### src/rtl/apb_master.sv
// APB3 requester: accepts single read/write commands on a valid/ready port,
// runs the IDLE -> SETUP -> ACCESS bus sequence with PREADY wait states, and
// reports completion (read data or timeout) on a one-cycle response pulse.
module apb_master #(
  parameter int DATA_WIDTH     = 32,
  parameter int ADDR_WIDTH     = 16,
  parameter int TIMEOUT_CYCLES = 16
) (
  input  logic                  PCLK,
  input  logic                  PRESET,
  input  logic                  cmd_valid,
  output logic                  cmd_ready,
  input  logic                  cmd_write,
  input  logic [ADDR_WIDTH-1:0] cmd_addr,
  input  logic [DATA_WIDTH-1:0] cmd_wdata,
  output logic                  rsp_valid,
  output logic [DATA_WIDTH-1:0] rsp_rdata,
  output logic                  rsp_timeout,
  output logic [ADDR_WIDTH-1:0] PADDR,
  output logic                  PSELx,
  output logic                  PWRITE,
  output logic [DATA_WIDTH-1:0] PWDATA,
  output logic                  PENABLE,
  input  logic                  PREADY,
  input  logic [DATA_WIDTH-1:0] PRDATA
);

  // Counter wide enough to hold TIMEOUT_CYCLES; one spare bit for the compare.
  localparam int CNT_W = (TIMEOUT_CYCLES < 2) ? 1 : $clog2(TIMEOUT_CYCLES + 1);
  localparam logic [CNT_W:0] TIMEOUT_LIM = TIMEOUT_CYCLES[CNT_W:0];
  localparam bit TIMEOUT_EN = (TIMEOUT_CYCLES != 0);

  typedef enum logic [1:0] {
    ST_IDLE,
    ST_SETUP,
    ST_ACCESS
  } state_t;

  state_t           state;
  logic [CNT_W-1:0] wait_cnt;
  logic [CNT_W:0]   wait_next;
  logic             timeout_hit;

  // Wait count after this stalled ACCESS cycle, and whether it hits the abort limit.
  always_comb begin
    wait_next   = {1'b0, wait_cnt} + {{CNT_W{1'b0}}, 1'b1};
    timeout_hit = TIMEOUT_EN && (wait_next == TIMEOUT_LIM);
  end

  // Bus sequencer: every APB and response output is a register updated here.
  always_ff @(posedge PCLK or posedge PRESET) begin
    if (PRESET) begin
      state       <= ST_IDLE;
      wait_cnt    <= '0;
      cmd_ready   <= 1'b1;
      rsp_valid   <= 1'b0;
      rsp_rdata   <= '0;
      rsp_timeout <= 1'b0;
      PADDR       <= '0;
      PSELx       <= 1'b0;
      PWRITE      <= 1'b0;
      PWDATA      <= '0;
      PENABLE     <= 1'b0;
    end else begin
      rsp_valid   <= 1'b0;
      rsp_timeout <= 1'b0;
      case (state)
        ST_IDLE: begin
          if (cmd_valid) begin
            state     <= ST_SETUP;
            cmd_ready <= 1'b0;
            PSELx     <= 1'b1;
            PADDR     <= cmd_addr;
            PWRITE    <= cmd_write;
            PWDATA    <= cmd_write ? cmd_wdata : '0;
          end
        end
        ST_SETUP: begin
          state   <= ST_ACCESS;
          PENABLE <= 1'b1;
        end
        ST_ACCESS: begin
          if (PREADY || timeout_hit) begin
            state       <= ST_IDLE;
            wait_cnt    <= '0;
            cmd_ready   <= 1'b1;
            rsp_valid   <= 1'b1;
            rsp_timeout <= !PREADY;
            rsp_rdata   <= (PREADY && !PWRITE) ? PRDATA : '0;
            PSELx       <= 1'b0;
            PENABLE     <= 1'b0;
            PWDATA      <= '0;
          end else if (TIMEOUT_EN) begin
            wait_cnt <= wait_next[CNT_W-1:0];
          end
        end
        default: begin
          state     <= ST_IDLE;
          cmd_ready <= 1'b1;
          PSELx     <= 1'b0;
          PENABLE   <= 1'b0;
        end
      endcase
    end
  end

endmodule

### config.mk
export PLATFORM = sky130hd
export DESIGN_NAME = apb_master
export DESIGN_NICKNAME = d
export VERILOG_FILES = /design/src/rtl/apb_master.sv
export SDC_FILE = /design/constraint.sdc
export NUM_CORES = 1
export LEC_CHECK = 0
export CAP_MARGIN = 20
export CORE_ASPECT_RATIO = 0.7
export CORE_MARGIN = 1.5
export CORE_UTILIZATION = 25
export DETAILED_ROUTE_END_ITERATION = 8
export RECOVER_POWER = 100
export REMOVE_ABC_BUFFERS = 1
export SKIP_CTS_REPAIR_TIMING = 1
export SYNTH_ARGS = -nofsm -noshare
export SYNTH_HDL_FRONTEND = slang
export SYNTH_SLANG_ARGS = --single-unit
### constraint.sdc
create_clock -name PCLK -period 3.3 [get_ports PCLK]
set_input_delay 0.66 -clock PCLK [delete_from_list [all_inputs] [get_ports PCLK]]
set_output_delay 0.66 -clock PCLK [all_outputs]
set_load 0.01 [all_outputs]
==> impl_metrics.yaml <==
min_path:
  min_path_type: "register to register"
  min_path_cells: 2
  min_to: "PADDR[13]$_DFFE_PP0P_"
  worstHoldStart: "PADDR[13]$_DFFE_PP0P_"
detailed_routing:
  drt-initial-drc-count: 157
  drcViolationCount: 0
  route.antenna.remaining_nets: 0
  via_per_inst: 4.69
  wl_per_cell_um: 15.8
  vias: 3356
  dr.pass1.iters: 4
  routed_wl_um: 11300
pwr:
  irDropWorstVdd_uv: 352
  clockPowerShare_pct: 20.9
  power_frac_seq_pct: 38.8
  switching_share_pct: 34.5
  leakage_uw: 0.00266
  p_per_area_nw_per_um2: 830
  pwr-share-comb_pct: 40.4
  netSwitchingPower_uw: 1730
  intPower_uw: 3290
yosys:
  synth_cell_type_count: 35
  ys_warn_count: 0
  synthTopCellsByArea: "dfrtp_1 60%, nand2_1 8.4%, a32o_1 8.4%"
  synth.largest_area_cell: "dfrtp_1"
  synth_area_per_cell_sq_um: 10.8
  netlist_area_sq_um: 3830
  synth-seq-cells: 93
  synth_cells: 354
  synth-seq-area-share_pct: 60.9
  synth_top_cell_area_share_pct: 60.2
placed_design:
  gp_congestion: 0.757
  dpl.cell_count: 697
  portBuffers: 170
  post-dp-hpwl_um: 7890
global_route:
  grt_pass1_wl_um: 17700
  overflow: 0
  met1_usage_pct: 18.9
  grtUsageMet2_pct: 20.1
  busiest_layer: "met2"
  grt_pass1_vias: 3423
  met3_usage_pct: 7.08
  track_usage_pct: 14.1
  grt_max_degree: 49
  antenna_found_initial: 0
final_layout:
  area_delta_synth_final_pct: 58.1
  drive_above_1_share_pct: 5.96
  layout_common_cells: "92 x dfrtp_1, 89 x dlygate4sd3_1, 86 x nand2_1"
  layout_commonest_cell: "dfrtp_1"
  final_cells: 715
  nets: 601
  diodes: 0
timing:
  fin_setup_tns_ps: 0
  finClkSkew_ps: 6.94
  setup_viol: 0
  fin_crit_sh_pct: 68.3
  worst_pin_slew_ps: 1020
  slew-limit-headroom_pct: 32.3
  fmax_ghz: 0.443
  finalHoldViolCount: 0
  fin_crit_ps: 2260
  slew_viol_final: 0
  rsz0062_at_grt: "false"
die:
  fp.dieArea_sq_um: 16100
  pin_count: 171
  initial_utilization_pct: 25.8
  core_sq_um: 14800
  die_h_um: 107
  fp.dieW_um: 151
  rows: 37
setup_path:
  cp_cell_sequence: "dlygate4sd3_1 -> nand3_1 -> clkbuf_2 -> nand2_1 -> o21ai_0"
  crit_fanout: 48
  r2r_end: "rsp_rdata[19]$_DFFE_PP0P_"
  startpoint_type: "primary input"
  crit_slowest_cell: "clkbuf_2"
  crit_path_max_incr_delay_ps: 780
  worstPathRequired_ps: 3550
  path_buf_inv: 2
  r2r-start: "wait_cnt[0]$_DFFE_PP0N_"
  cp_top_family: "buffers and inverters"
  crit_arrival_ps: 2500
  r2r_cells: 5
  critPathCaptureType: "register"
  r2r_setup_slack_ps: 1310
  critPathKind: "primary input to register"
clock_tree:
  clk_path_buf_depth: 2
  cts_tree: "built"
  clock_latency_ps: 330
  root_buffer: "clkbuf_16"
  cts-buffers-inserted: 9
  clk_pin_slew_ps: 60
  clock-sinks: 93
  cts.htree.levels: 3
flow_run:
  cap_violations: 0
outcome:
  status: "finished clean"
-- per-stage QoR --
stage	total power, uW	instance area, sq um	hold slack, ps	setup slack [ps]	utilization (%)
after floorplan	2880	3670	478	132	-
after global placement	4130	5690	462	621	38.4
after detailed placement	4210	5710	471	534	38.5
after CTS	5300	6010	488	893	40.6
after global routing	5390	6050	517	820	40.8
final	5020	6050	479	1040	40.8
-- worst register-to-register path, stage by stage, from the launching register on --
cell and delay (ps):
dfrtp_1 430, ha_1 260, nand2_1 170, or3_1 510, buf_16 220, a32o_1 290
-- Yosys cell counts --
master	number
a21o_1	1
a21oi_1	4
a22oi_1	32
a22oi_2	1
a31oi_1	1
a32o_1	32
and2_1	3
buf_1	2
buf_2	4
buf_4	1
buf_6	5
clkbuf_1	16
clkbuf_2	1
dfrtp_1	92
dfstp_2	1
ha_1	1
inv_1	3
inv_2	2
nand2_1	86
nand2b_4	1
nand3_1	3
nand3b_1	1
nand4b_1	1
nor2_1	7
nor2b_1	1
nor3_1	1
nor3b_2	1
o211ai_1	1
o21ai_0	32
o21ai_1	11
o21bai_1	1
o31a_1	1
o31ai_1	2
or2_2	1
or3_1	1
-- power by group through the flow --
stage / registers (uW) / logic [uW] / clock network, uW
floorplan: 2130 / 743 / 0
global placement: 1960 / 2170 / 0
detailed placement: 1980 / 2230 / 0
CTS: 1970 / 2240 / 1090
global route: 2010 / 2250 / 1140
finish: 1950 / 2030 / 1050
-- final cells by class --
type | count | area, sq um
Clock buffer | 11 | 243
Sequential cell | 93 | 2330
Tap cell | 195 | 244
Inverter | 5 | 21.3
Timing Repair Buffer | 179 | 1820
Fill cell | 1436 | 8760
Multi-Input combinational cell | 227 | 1330
Clock inverter | 5 | 58.8
-- kinds of logic (layout without fill, tap and decap cells) --
| group | Yosys count | after routing | share of synthesized area, % |
|---|---|---|---|
| compound gates | 119 | 119 | 22.5 |
| simple gates | 107 | 107 | 11.7 |
| flops | 93 | 93 | 60.9 |
| buf+inv | 34 | 200 | 4.58 |
| fa+ha+maj | 1 | 1 | 0.327 |
-- worst max path at each step --
| stage | startpoint | end | slack [ps] | depth (start not counted) |
|---|---|---|---|---|
| after global placement | cmd_valid | PWDATA[18]$_DFFE_PP0P_ | 620 | 6 |
| after CTS | cmd_valid | PWDATA[4]$_DFFE_PP0P_ | 890 | 6 |
| after floorplan | cmd_valid | PWDATA[0]$_DFFE_PP0P_ | 130 | 5 |
| after detailed placement | cmd_valid | PWDATA[4]$_DFFE_PP0P_ | 530 | 6 |
| final | cmd_valid | PWDATA[20]$_DFFE_PP0P_ | 1040 | 5 |
| after global routing | cmd_valid | PWDATA[27]$_DFFE_PP0P_ | 820 | 5 |
-- per-layer routing --
layer  up-vias  wire length [um]
met1      1608              5200
met4         0                58
li1       1598                 -
met2       145              4680
met3         5              1340
met5         -                 0
-- flip-flops by register name (all words and copies together), names as in the netlist, 2 cells and up --
signal     cells
PADDR         16
PWDATA        32
rsp_rdata     32
state          2
wait_cnt       5
Power figures use the tool's default switching activity.
